==> src/rtl/usb_rx_pkg.sv <==
// Shared types and defaults for the USB receive bit-recovery front end.
// Line states, recovery FSM states and the pad-pair decode helper.
package usb_rx_pkg;

   localparam int SAMPLES_PER_BIT = 8;
   localparam int STUFF_LIMIT     = 6;

   typedef enum logic [1:0] {
      LS_J,
      LS_K,
      LS_SE0,
      LS_SE1
   } line_state_t;

   typedef enum logic [2:0] {
      IDLE,
      ACTIVE,
      EOP1,
      EOP2,
      ERROR
   } bitrec_state_t;

   function automatic line_state_t decode_line(logic dp, logic dm);
      line_state_t ls;
      unique case ({dp, dm})
         2'b10:   ls = LS_J;
         2'b01:   ls = LS_K;
         2'b00:   ls = LS_SE0;
         default: ls = LS_SE1;
      endcase
      return ls;
   endfunction

endpackage

==> src/rtl/usb_rx_bit_recovery_if.sv <==
// Recovered bit stream and framing flags from the bit-recovery stage.
// master drives the stream, slave is the byte assembler / PID logic.
interface usb_rx_bit_recovery_if;

   logic bit_out;
   logic bit_valid;
   logic rx_active;
   logic eop;
   logic stuff_error;
   logic line_error;

   modport master (
      output bit_out,
      output bit_valid,
      output rx_active,
      output eop,
      output stuff_error,
      output line_error
   );

   modport slave (
      input bit_out,
      input bit_valid,
      input rx_active,
      input eop,
      input stuff_error,
      input line_error
   );

endinterface

==> src/rtl/usb_line_sync.sv <==
// Two-flop pad synchronizers plus line-state decode and D+ edge flag.
// Idle (J) is the reset value so reset never looks like a K edge.
module usb_line_sync
   import usb_rx_pkg::*;
(
   input  logic        clk,
   input  logic        n_rst,
   input  logic        d_plus_in,
   input  logic        d_minus_in,
   output line_state_t line_state,
   output logic        line_edge
);

   logic [1:0] dp_sync;
   logic [1:0] dm_sync;
   logic       dp_prev;

   always_ff @(posedge clk) begin
      if (n_rst) begin
         dp_sync <= 2'b11;
         dm_sync <= 2'b00;
         dp_prev <= 1'b1;
      end else begin
         dp_sync <= {dp_sync[0], d_plus_in};
         dm_sync <= {dm_sync[0], d_minus_in};
         dp_prev <= dp_sync[1];
      end
   end

   assign line_state = decode_line(dp_sync[1], dm_sync[1]);

   // Entering SE0 must not re-align the bit clock.
   assign line_edge = (dp_sync[1] != dp_prev) &&
                      (line_state != LS_SE0);

endmodule

==> src/rtl/usb_rx_bit_recovery.sv <==
// USB receive bit recovery: phase tracking, NRZI decode, unstuffing,
// EOP detection and error framing on top of the synchronized line.
module usb_rx_bit_recovery #(
   parameter int SAMPLES_PER_BIT = usb_rx_pkg::SAMPLES_PER_BIT,
   parameter int STUFF_LIMIT     = usb_rx_pkg::STUFF_LIMIT
) (
   input  logic                    clk,
   input  logic                    n_rst,
   input  logic                    d_plus_in,
   input  logic                    d_minus_in,
   usb_rx_bit_recovery_if.master   rx
);

   import usb_rx_pkg::*;

   localparam int CW = $clog2(SAMPLES_PER_BIT);
   localparam int OW = $clog2(STUFF_LIMIT + 1);
   localparam logic [CW-1:0] CNT_MAX = CW'(SAMPLES_PER_BIT - 1);
   localparam logic [CW-1:0] CNT_MID = CW'(SAMPLES_PER_BIT / 2);
   localparam logic [OW-1:0] ONES_LIM = OW'(STUFF_LIMIT);

   line_state_t   line_state;
   logic          line_edge;
   logic [CW-1:0] cnt_q;
   logic          sample;
   logic          nrzi;

   bitrec_state_t state_q, state_d;
   line_state_t   prev_q, prev_d;
   logic [OW-1:0] ones_q, ones_d;
   logic          err_se0_q, err_se0_d;

   logic bit_q, bit_d;
   logic valid_q, valid_d;
   logic eop_q, eop_d;
   logic serr_q, serr_d;
   logic lerr_q, lerr_d;

   usb_line_sync u_line_sync (
      .clk        (clk),
      .n_rst      (n_rst),
      .d_plus_in  (d_plus_in),
      .d_minus_in (d_minus_in),
      .line_state (line_state),
      .line_edge  (line_edge)
   );

   always_ff @(posedge clk) begin
      if (n_rst)
         cnt_q <= '0;
      else if (line_edge || cnt_q == CNT_MAX)
         cnt_q <= '0;
      else
         cnt_q <= cnt_q + 1'b1;
   end

   assign sample = (cnt_q == CNT_MID);
   assign nrzi   = (line_state == prev_q);

   always_ff @(posedge clk) begin
      if (n_rst) begin
         state_q   <= IDLE;
         prev_q    <= LS_J;
         ones_q    <= '0;
         err_se0_q <= 1'b0;
         bit_q     <= 1'b0;
         valid_q   <= 1'b0;
         eop_q     <= 1'b0;
         serr_q    <= 1'b0;
         lerr_q    <= 1'b0;
      end else begin
         state_q   <= state_d;
         prev_q    <= prev_d;
         ones_q    <= ones_d;
         err_se0_q <= err_se0_d;
         bit_q     <= bit_d;
         valid_q   <= valid_d;
         eop_q     <= eop_d;
         serr_q    <= serr_d;
         lerr_q    <= lerr_d;
      end
   end

   always_comb begin
      state_d   = state_q;
      prev_d    = prev_q;
      ones_d    = ones_q;
      err_se0_d = 1'b0;
      bit_d     = 1'b0;
      valid_d   = 1'b0;
      eop_d     = 1'b0;
      serr_d    = 1'b0;
      lerr_d    = 1'b0;

      unique case (state_q)
         IDLE: begin
            prev_d = LS_J;
            ones_d = '0;
            if (line_edge && line_state == LS_K)
               state_d = ACTIVE;
         end
         ACTIVE: begin
            if (sample) begin
               // SE0 is never NRZI-decoded, so it wins over stuffing.
               if (line_state == LS_SE0) begin
                  state_d = EOP1;
               end else if (line_state == LS_SE1) begin
                  lerr_d  = 1'b1;
                  state_d = ERROR;
               end else if (ones_q == ONES_LIM && nrzi) begin
                  serr_d  = 1'b1;
                  state_d = ERROR;
               end else if (ones_q == ONES_LIM) begin
                  prev_d = line_state;
                  ones_d = '0;
               end else begin
                  prev_d  = line_state;
                  valid_d = 1'b1;
                  bit_d   = nrzi;
                  ones_d  = nrzi ? ones_q + 1'b1 : '0;
               end
            end
         end
         EOP1: begin
            if (sample) begin
               if (line_state == LS_SE0) begin
                  state_d = EOP2;
               end else begin
                  lerr_d  = 1'b1;
                  state_d = ERROR;
               end
            end
         end
         EOP2: begin
            if (sample) begin
               if (line_state == LS_J) begin
                  eop_d   = 1'b1;
                  state_d = IDLE;
               end else begin
                  lerr_d  = 1'b1;
                  state_d = ERROR;
               end
            end
         end
         ERROR: begin
            err_se0_d = err_se0_q;
            if (sample) begin
               if (line_state == LS_SE0) begin
                  err_se0_d = 1'b1;
               end else if (line_state == LS_J && err_se0_q) begin
                  err_se0_d = 1'b0;
                  state_d   = IDLE;
               end else begin
                  err_se0_d = 1'b0;
               end
            end
         end
         default: state_d = IDLE;
      endcase
   end

   assign rx.bit_out     = bit_q;
   assign rx.bit_valid   = valid_q;
   assign rx.eop         = eop_q;
   assign rx.stuff_error = serr_q;
   assign rx.line_error  = lerr_q;
   assign rx.rx_active   = (state_q == ACTIVE) ||
                           (state_q == EOP1) ||
                           (state_q == EOP2);

endmodule

==> src/flat_wrapper.sv <==
// flat-port wrapper written by rule: the top's interface ports become plain ports
module usb_rx_bit_recovery_flat import usb_rx_pkg::*;
#(
   parameter int SAMPLES_PER_BIT = usb_rx_pkg::SAMPLES_PER_BIT,
   parameter int STUFF_LIMIT     = usb_rx_pkg::STUFF_LIMIT
)
  (clk, n_rst, d_plus_in, d_minus_in, rx_bit_out, rx_bit_valid, rx_rx_active, rx_eop, rx_stuff_error, rx_line_error);
  usb_rx_bit_recovery_if rx_i ();
  input  logic clk;
  input  logic n_rst;
  input  logic d_plus_in;
  input  logic d_minus_in;
  output wire logic [$bits(rx_i.bit_out)-1:0] rx_bit_out;
  output wire logic [$bits(rx_i.bit_valid)-1:0] rx_bit_valid;
  output wire logic [$bits(rx_i.rx_active)-1:0] rx_rx_active;
  output wire logic [$bits(rx_i.eop)-1:0] rx_eop;
  output wire logic [$bits(rx_i.stuff_error)-1:0] rx_stuff_error;
  output wire logic [$bits(rx_i.line_error)-1:0] rx_line_error;
  assign rx_bit_out = rx_i.bit_out;
  assign rx_bit_valid = rx_i.bit_valid;
  assign rx_rx_active = rx_i.rx_active;
  assign rx_eop = rx_i.eop;
  assign rx_stuff_error = rx_i.stuff_error;
  assign rx_line_error = rx_i.line_error;
  usb_rx_bit_recovery #(.SAMPLES_PER_BIT(SAMPLES_PER_BIT), .STUFF_LIMIT(STUFF_LIMIT)) u_core (.clk(clk), .n_rst(n_rst), .d_plus_in(d_plus_in), .d_minus_in(d_minus_in), .rx(rx_i));
endmodule
==> config.mk <==
export PLATFORM = sky130hd
export DESIGN_NAME = usb_rx_bit_recovery_flat
export DESIGN_NICKNAME = d
export VERILOG_FILES = /design/src/rtl/usb_rx_pkg.sv /design/src/rtl/usb_rx_bit_recovery_if.sv /design/src/rtl/usb_line_sync.sv /design/src/rtl/usb_rx_bit_recovery.sv /design/src/flat_wrapper.sv
export SDC_FILE = /design/constraint.sdc
export NUM_CORES = 1
export LEC_CHECK = 0
export ABC_AREA = 1
export CAP_MARGIN = 20
export CORE_MARGIN = 2
export CORE_UTILIZATION = 23
export CTS_CLUSTER_DIAMETER = 120
export CTS_CLUSTER_SIZE = 40
export DETAILED_ROUTE_END_ITERATION = 12
export PLACE_DENSITY = 0.41
export SLEW_MARGIN = 20
export SYNTH_ARGS = -nofsm -noshare
export SYNTH_HDL_FRONTEND = slang
export SYNTH_HIERARCHICAL = 1
export SYNTH_SLANG_ARGS = --single-unit
==> constraint.sdc <==
create_clock -name clk -period 1.65 [get_ports clk]
set_clock_uncertainty 0.05 [all_clocks]
set_input_delay 0.2475 -clock clk [delete_from_list [all_inputs] [get_ports clk]]
set_output_delay 0.2475 -clock clk [all_outputs]
set_load 0.05 [all_outputs]
### Word-level counts from Yosys, hierarchy flattened

Cells that the tools add are included.

| storage, ports and cells | value |
|---|---|
| input port bits | 4 |
| output and inout bits | 6 |
| logic and storage cells | 102 |
| flip-flop bits (word level) | 22 |

| cells by class | value |
|---|---|
| $add $sub $neg | 2 |
| bitwise operators | 4 |
| eq/ne operators | 26 |
| reduce and logical (&&, ||, !) cells | 19 |
| muxes and demuxes | 38 |

Operators by type and width:

| cell | count |
|---|---|
| 2-to-1 mux 3 bit | 18 |
| case mux 3 bit (5 select lines) | 1 |
| == test 3 bit (second input constant) | 4 |
| != test 2 x 1 -> 1 bit (second input constant) | 6 |
| 2-to-1 mux 1 bit | 11 |
| != test 2 bit (second input constant) | 5 |
| 2-to-1 mux 2 bit | 4 |
| AND reduction 8 bit | 1 |
| OR reduction 7 bit | 1 |
| adder 3 x 1 -> 3 bit (second input constant) | 2 |
| == test 2 bit (second input constant) | 3 |
| == test 3 x 2 -> 1 bit (second input constant) | 2 |
| case mux 2 bit (3 select lines) | 1 |
| case mux 3 bit (2 select lines) | 1 |
| OR reduction 6 bit | 1 |
| AND reduction 5 bit | 1 |
| OR reduction 5 bit | 1 |
| == test 2 x 1 -> 1 bit (second input constant) | 2 |
| logical AND 1 bit | 4 |
| logical NOT 2 bit | 2 |
| != test 4 x 1 -> 1 bit (second input constant) | 1 |
| NOT 1 bit | 4 |
| case mux 2 bit (2 select lines) | 1 |
| OR reduction 2 bit | 2 |
| 8 further kinds | 10 |

### Logic depth before layout (Yosys ltp)

Gate-level depths: netlist of the first run.

| logic depth | value |
|---|---|
| word-level depth | 10 |
| gate-level depth with buffers | 13 |
| gate-level depth less buffers | 13 |

### By module

The synthesis of the first run kept the hierarchy.

Modules (own cells, without submodules):

| module | instances | area an instance (um^2) | sequential area each (um^2) | cells each |
|---|---|---|---|---|
| usb_rx_bit_recovery | 1 | 952.2 | 340.3 | 138 |
| usb_line_sync | 1 | 207.7 | 100.1 | 24 |

### Least setup slack after synthesis of the first run

No wires, ideal clock.

| path | value |
|---|---|
| path type | reg2reg |
| start point | register u_core.u_line_sync.dp_sync[1] |
| end point | register u_core.prev_q[0] |
| period minus slack after synthesis | 1.697 ns |
| slack | -0.047 ns |
| data arrival time | 1.535 ns |
| buffers on the path | 0 |
| cell stages (with the launch flop) | 14 |
| required time | 1.487 ns |
| setup time | 0.113 ns |
| cells stage by stage | dfxtp_1 inv_1 ha_1 or2_1 inv_2 nand2_1 nand2_1 nand3_2 nand2_4 nand2_4 nand2_4 nand2_1 nand2_1 nor2_1 |

| on the way | value |
|---|---|
| word-level cells in the longest chain between the ends | 7 |
| elaborated cells on any way between the ends | 17 |
| those cells by class | eq/ne (8); mux (6); reduce/logical (3) |

RTL lines:

| what | line | RTL |
|---|---|---|
| from (decl) | usb_line_sync.sv:14 | `logic [1:0] dp_sync;` |
| from (signal assigned) | usb_line_sync.sv:24 | `dp_sync <= {dp_sync[0], d_plus_in};` |
| == test 2 x 1 -> 1 bit (tied with other cells) | usb_rx_pkg.sv:25 | `unique case ({dp, dm})` |
| case mux 2 bit (3 select lines) * | usb_rx_pkg.sv:25 |  |
| net u_core.line_state[0] | usb_rx_bit_recovery.sv:22 | `line_state_t line_state;` |
| 2-to-1 mux 2 bit | usb_rx_bit_recovery.sv:110 | `end else if (ones_q == ONES_LIM && nrzi) begin` |
| 2-to-1 mux 2 bit | usb_rx_bit_recovery.sv:107 | `end else if (line_state == LS_SE1) begin` |
| 2-to-1 mux 2 bit | usb_rx_bit_recovery.sv:105 | `if (line_state == LS_SE0) begin` |
| 2-to-1 mux 2 bit | usb_rx_bit_recovery.sv:103 | `if (sample) begin` |
| case mux 2 bit (2 select lines) | usb_rx_bit_recovery.sv:95 | `unique case (state_q)` |
| to (signal assigned) | usb_rx_bit_recovery.sv:73 | `prev_q <= prev_d;` |
| to (decl) | usb_rx_bit_recovery.sv:29 | `line_state_t prev_q, prev_d;` |

The timed path passes the listed nets; every way through them passes the cells marked *. The select of a mux whose other input is x is not followed.
A chain may end at the register's enable or synchronous reset.

### Final worst setup path of the first run

Ends and elaborated chain as after synthesis.

==> results of run 1 <==
layout by cell type (no fill, tap or decap), types with 2 or more instances in the layout:
cell type	count
nand2_4	4
a21oi_1	5
nor2_1	27
clkbuf_8	3
dfxtp_2	2
nand2_1	28
or2_1	3
nor2_2	4
nand2_2	4
buf_4	18
nand4_1	2
nand3_1	10
inv_2	4
ha_1	7
nor4_1	2
nor2_4	3
dfxtp_1	20
inv_1	18
inv_4	3
clkdlybuf4s50_1	3
cells by family after synthesis:
group	after synthesis	share of synthesized area, %
AND/OR/NAND/NOR	92	37.2
buffers and inverters	26	8.52
flip-flops	22	38.0
AO/OA/AOI/OAI	12	6.15
adder cells (fa/ha/maj)	8	8.63
XOR/XNOR	2	1.51
repair_timing:
item / 4_1_cts / 5_1_grt
endpoints found under the setup margin: 10 / 11
resized for setup: 5 / 20
endpoints found under the hold margin: 0 / 0
setup buffers: 1 / 1
pin swaps: 6 / 14
worst paths after layout:
kind | from | endpoint | slack (ns)
worst min register to register | u_core/u_line_sync/dm_sync[0] | u_core/u_line_sync/dm_sync[1] | 0.35
worst max register to register | u_core/u_line_sync/dp_sync[1] | u_core/prev_q[0] | -0.05
worst min-delay path | u_core/u_line_sync/dm_sync[0] | u_core/u_line_sync/dm_sync[1] | 0.35
worst max-delay path | u_core/u_line_sync/dp_sync[1] | u_core/prev_q[0] | -0.05
sequential cells by signal (all words and copies together) (netlist names):
register and flops:
u_core/rx.bit_out 1, u_core/cnt_q 3, u_core/u_line_sync/dp_sync 2, u_core/state_q 3
u_core/u_line_sync/dm_sync 2, u_core/rx.line_error 1, u_core/err_se0_q 1, u_core/rx.stuff_error 1
u_core/rx.bit_valid 1, u_core/u_line_sync/dp_prev 1, u_core/prev_q 2, u_core/ones_q 3
u_core/rx.eop 1
per-layer routing:
metal | vias up | share of wire, % | GRT usage (%)
li1 | 561 | - | -
met1 | 469 | 45 | 10.5
met4 | 0 | 1.7 | 5.36
met2 | 20 | 49 | 17.6
met5 | - | 0 | 0
met3 | 6 | 3.8 | 3.08
worst register-to-register path, stage by stage, from the launching register on:
cell	delay (ns)
dfxtp_2	0.34
ha_1	0.20
or2_4	0.29
inv_4	0.08
nand2_2	0.05
nand2_2	0.07
nand3_4	0.09
nand2_4	0.13
nand2_4	0.10
nand2_4	0.09
nand2_1	0.05
nand2_1	0.05
nor2_1	0.03
per-stage QoR:
step / power [mW] / setup WS (ns)
after global routing: 2.62 / -0.141
after global placement: 1.83 / -0.0522
final: 2.42 / -0.0545
after detailed placement: 1.83 / -0.0834
after floorplan: 1.55 / 0.0260
after CTS: 2.36 / -0.0730
synth_stat cells:
master,count
nor2_1,31
o21ai_1,1
xor2_1,1
or2_1,4
a21oi_1,6
nand2_4,3
clkinv_2,1
or2_0,1
a2111oi_0,1
a21boi_1,1
nand2_2,1
nor3_1,1
nor4_1,2
nand3_2,2
nand3_1,10
nor2_4,1
nor2_2,2
ha_1,8
inv_2,5
o21ai_0,1
o22ai_1,1
dfxtp_1,22
xnor2_1,1
o21ai_2,1
nand2_1,32
inv_1,20
nand4_1,2
report_power, final:
part / switching [mW] / internal [mW]
Clock: 0.190 / 0.324
Combinational: 0.729 / 0.473
Sequential: 0.0860 / 0.618
layout make-up:
class | count | area (sq um) | area share, %
Sequential cell | 22 | 443 | 27.7
Tap cell | 67 | 83.8 | 5.25
Clock buffer | 3 | 41.3 | 2.58
Inverter | 26 | 106 | 6.66
Multi-Input combinational cell | 114 | 697 | 43.6
Timing Repair Buffer | 23 | 196 | 12.3
Clock inverter | 1 | 30.0 | 1.88
==> impl_results.md, run 1 <==
- H-tree depth: 1
- Fillers: 536
- Crit Path Max Fanout: 7
- TritonCTS buffer count: 3
- Crit path max-delay cell type: dfxtp_2
- Final min period: 1.70 ns
- Worst path required time: 1.77 ns
- Hold-fix buffers, CTS: 0
- Reg2reg path depth: 12
- DP Cell Count: 250
- Mapped Area: 1160 sq um
- Pwr Density: 1520 nW/um^2
- Root Driver: clkbuf_8
- Post-DP Area: 1430 sq um
- Die area: 5630 sq um
- Clock Latency Late Sink: 0.27 ns
- Post-synth net total: 174
- Final instance area: 1600 sq um
- Avg WL per Cell: 10.1 um
- Final setup viols: 7
- Mapped Avg Cell Area: 7.16 sq um
- Top delay family on crit path: simple AND/OR/NAND/NOR gates
- Number of antenna violations at the first check in global routing: 0
- First-pass GRT wire length: 4210 um
- Boundary pin count: 10
- Max-slew violations: 0
- ANT cells: 0
- Crit start category: flop
- Mapped Cells: 162
- Leak: 0.740 nW
- Clk buf depth: 2
- WHS: 0.349 ns
- Yosys warns: 6
- Failing checks: setup timing
- CP arrival: 1.83 ns
- Die Y: 75.0 um
- Worst Hold Class: reg2reg
- Largest net degree at the start of global routing: 14
- TritonCTS clock tree: built
- Starting density of the core: 24.2%
- Final ANT Viol Nets: 0
- Number of remaining DRC errors: 0
- Sequential area share after synthesis: 38.0%
- WP buf/inv: 1
- Synth top area cells: dfxtp_1 38%, nand2_1 10%, nor2_1 10%, ha_1 8.6%, inv_1 6.5%
- CP Class: reg2reg
- Nets: 202
- Yosys reg bits: 22
- FP Rows: 25
- Final cell count without fillers: 256
- Vias/cell: 4.13
- Worst slew pin tran: 0.305 ns
- Tcrit/Tclk final: 103%
- Global placer's final weighted congestion: 0.856
- GR Overflow Total: 0
- Crit path largest cell delay: 0.34 ns
- Worst-path clk slew: 0.09 ns
- Final Util: 33.4%
- Status: finished, violations left
- RSZ-0062 raised after global routing: yes
- Via count: 1,056
- Yosys top cell area share: 38.0%
- Maxcap violations: 0
- Post-DP HPWL: 1970 um
- Cell mode on critical path: nand2_4
- Hold Crit Depth: 2
- Setup TNS: -0.165 ns
- Fin. Hold Viols: 0
- Worst path depth: 12
- Max-slew headroom: 79.6%
- Clk sink count: 22
- All-Layer GR Usage: 9.97%
- Drt total wl: 2580 um
- Core area: 4790 sq um
- Synthesis-to-layout area growth: 37.8%
- Die width: 75.0 um
- Critical path endpoint category: flop
- TritonRoute pass-1 iters: 4
- Distinct cells, synth: 27
- Worst IR Drop VDD: 0.979 mV
- Initial drt markers: 50
- CP Cell Sequence: ha_1 > or2_4 > inv_4 > nand2_2 > nand2_2 > nand3_4 > nand2_4 > nand2_4 > nand2_4 > nand2_1 > nand2_1 > nor2_1
- Fmax: 0.587 GHz
- Layout cell share with drive strength beyond 1: 30.2%
- Area leader, netlist: dfxtp_1
- Final worst setup slack: -0.0545 ns
- Number of global-route vias before repair: 1,042
- Port bufs: 9
Power figures use the tool's default switching activity.
==> run 2: changes to the inputs <==
==> constraint.sdc (replaced) <==
create_clock -name clk -period 1.65 [get_ports clk]
set_clock_uncertainty 0.05 [all_clocks]
set_input_delay 0.165 -clock clk [delete_from_list [all_inputs] [get_ports clk]]
set_output_delay 0.165 -clock clk [all_outputs]
set_load 0.05 [all_outputs]
==> results of run 2 <==
Final layout, timing and power as in run 1 (identical DEF).
==> run 3: changes to the inputs <==
Settings changed: GPL_ROUTABILITY_DRIVEN set to 0.
Clock period 1.65 ns to 1.55 ns, I/O delays scaled along.
==> run 3 against run 2 <==
Net effect:
- power rose by 2.1%
- critical path depth rose by 1
- core utilization up 0.079 points
- sequential power is 5.7% higher
- critical path type unchanged
- the flow still finishes with violations (setup timing)
- maximum frequency grew 1.8%
- combinational power is 14% higher
- highest routed layer unchanged
- largest power group unchanged
==> impl_results.md, run 3 (synthesis results as in run 1) <==
- Number of global-route vias before repair: 995 (-4.5%)
- TritonCTS buffer count: 3 (unchanged)
- FP Rows: 25 (unchanged)
- Maxcap violations: 0 (unchanged)
- Worst path required time: 1.67 ns (-0.10 ns)
- Boundary pin count: 10 (unchanged)
- Top delay family on crit path: simple AND/OR/NAND/NOR gates
- Core area: 4790 sq um (unchanged)
- Via count: 1,052 (-0.38%)
- Highest-count cells in the layout ignoring fill and taps: 30 x nand2_1, 26 x nor2_1, 22 x buf_4
- All-Layer GR Usage: 10.3% (+0.36 points)
- Fin. Hold Viols: 0 (unchanged)
- TritonCTS clock tree: built
- Biggest regs: u_core/cnt_q x3, u_core/ones_q x3, u_core/state_q x3
- WP buf/inv: 2 (+1)
- Clk buf depth: 2 (unchanged)
- CP Cell Sequence: inv_2 > ha_2 > or2_4 > inv_4 > nand2_2 > nand2_2 > nand3_4 > nand2_4 > nand2_8 > nand2_4 > nand2_1 > nand2_1 > nor2_1
- Max-slew violations: 0 (unchanged)
- RSZ-0062 raised after global routing: yes
- Worst slew pin tran: 0.263 ns (-0.0426 ns)
- Crit path max-delay cell type: dfxtp_2
- Leading cell type in the layout, fill and taps excluded: nand2_1
- DP Cell Count: 254 (+1.6%)
- Fmax: 0.597 GHz (+1.8%)
- CP Class: reg2reg
- Final cell count without fillers: 260 (+1.6%)
- Crit path largest cell delay: 0.35 ns (about the same)
- Final setup viols: 11 (+4)
- Root Driver: clkbuf_8
- ANT cells: 0 (unchanged)
- Drt total wl: 2570 um (-0.46%)
- Final min period: 1.67 ns (-0.0296 ns)
- TritonRoute pass-1 iters: 5 (+1)
- Pwr Density: 1540 nW/um^2 (+1.9%)
- H-tree depth: 1 (unchanged)
- Synthesis-to-layout area growth: 38.1%
- Crit Path Max Fanout: 7 (unchanged)
- Final instance area: 1600 sq um (+0.24%)
- Worst Hold Class: reg2reg
- Die area: 5630 sq um (unchanged)
- GR Overflow Total: 0 (unchanged)
- Failing checks: setup timing
- Number of antenna violations at the first check in global routing: 0 (unchanged)
- Initial drt markers: 50 (unchanged)
- Avg WL per Cell: 9.88 um (-2.0%)
- Setup TNS: -0.888 ns (-0.723 ns)
- Worst IR Drop VDD: 1.04 mV (+6.7%)
- Worst-path clk slew: 0.08 ns (about the same)
- Largest net degree at the start of global routing: 12 (-2)
- First-pass GRT wire length: 4370 um (+3.9%)
- Clock Latency Late Sink: 0.26 ns (about the same)
- Die width: 75.0 um (unchanged)
- Final worst setup slack: -0.125 ns (-0.0704 ns)
- Max-slew headroom: 82.5% (+2.9 points)
- Tcrit/Tclk final: 108% (+4.8 points)
- Starting density of the core: 24.2% (unchanged)
- Hold-fix buffers, CTS: 0 (unchanged)
- Critical path endpoint category: flop
- Layout cell share with drive strength beyond 1: 31.6% (+1.4 points)
- Post-DP Area: 1460 sq um (+2.3%)
- Final ANT Viol Nets: 0 (unchanged)
- Port bufs: 9 (unchanged)
- Clk sink count: 22 (unchanged)
- Post-DP HPWL: 1930 um (-2.1%)
- Status: finished, violations left
- Crit start category: flop
- Leak: 0.751 nW (+1.5%)
- CP arrival: 1.79 ns (-0.04 ns)
- Vias/cell: 4.05 (-1.9%)
- Number of remaining DRC errors: 0 (unchanged)
- Die Y: 75.0 um (unchanged)
- Nets: 207 (+2.5%)
-- run 3: changes by cell type in the layout (fill, tap and decap cells not counted), sizes merged --
| cell | delta |
|---|---|
| buf | +5 |
| bufinv | -1 |
-- run 3: stage by stage --
step                      power [mW]  hold WS, ns  setup slack, ns  util (%)
after detailed placement        1.98        0.349           -0.181      30.5
after floorplan                 1.64        0.176          -0.0703         -
final                           2.47        0.355           -0.125      33.5
after global routing            2.70        0.381           -0.236      33.5
after CTS                       2.39        0.357           -0.119      31.9
after global placement          1.99        0.341           -0.210      30.5
-- run 3: final timing paths --
path / slack [ns] / startpoint / cells past startpoint / endpoint
worst max-delay path: -0.12 / u_core/u_line_sync/dp_sync[1] / 13 / u_core/prev_q[0]
worst min register to register: 0.35 / u_core/u_line_sync/dm_sync[0] / 2 / u_core/u_line_sync/dm_sync[1]
worst min-delay path: 0.35 / u_core/u_line_sync/dm_sync[0] / 2 / u_core/u_line_sync/dm_sync[1]
worst max register to register: -0.12 / u_core/u_line_sync/dp_sync[1] / 13 / u_core/prev_q[0]
-- run 3: per-layer routing --
metal | wire length [um] | GRT usage (%)
met2 | 1250 | 16.8
met3 | 111 | 2.81
met5 | 0 | 0
met1 | 1170 | 13.1
met4 | 36 | 3.77
-- run 3: what timing repair did --
| action | in CTS | in global routing |
|---|---|---|
| endpoints found under the setup margin | 11 | 12 |
| setup buffers | 2 | 3 |
| gates resized for setup | 5 | 16 |
| cloned | 0 | 0 |
| pin swaps | 4 | 4 |
-- run 3: power breakdown --
group          internal (mW)  switching (mW)  total [mW]
clock network          0.174           0.184       0.357
logic                  0.566           0.804        1.37
registers              0.657          0.0871       0.744
total                   1.40            1.07        2.47
-- run 3: cell type report --
cell class                 count  area [sq um]
multi-input combinational    114           693
clock buffer                   3          41.3
sequential                    22           442
inverter                      26           104
fill                         509          3180
tap                           67          83.8
timing repair buffer          28           238
-- run 3: worst min-delay path, delay by kind of cell, from the launching register on --
kind          cells  cell delay [ns]
flops             1             0.30
buf+inv           1             0.04
simple gates      1             0.03
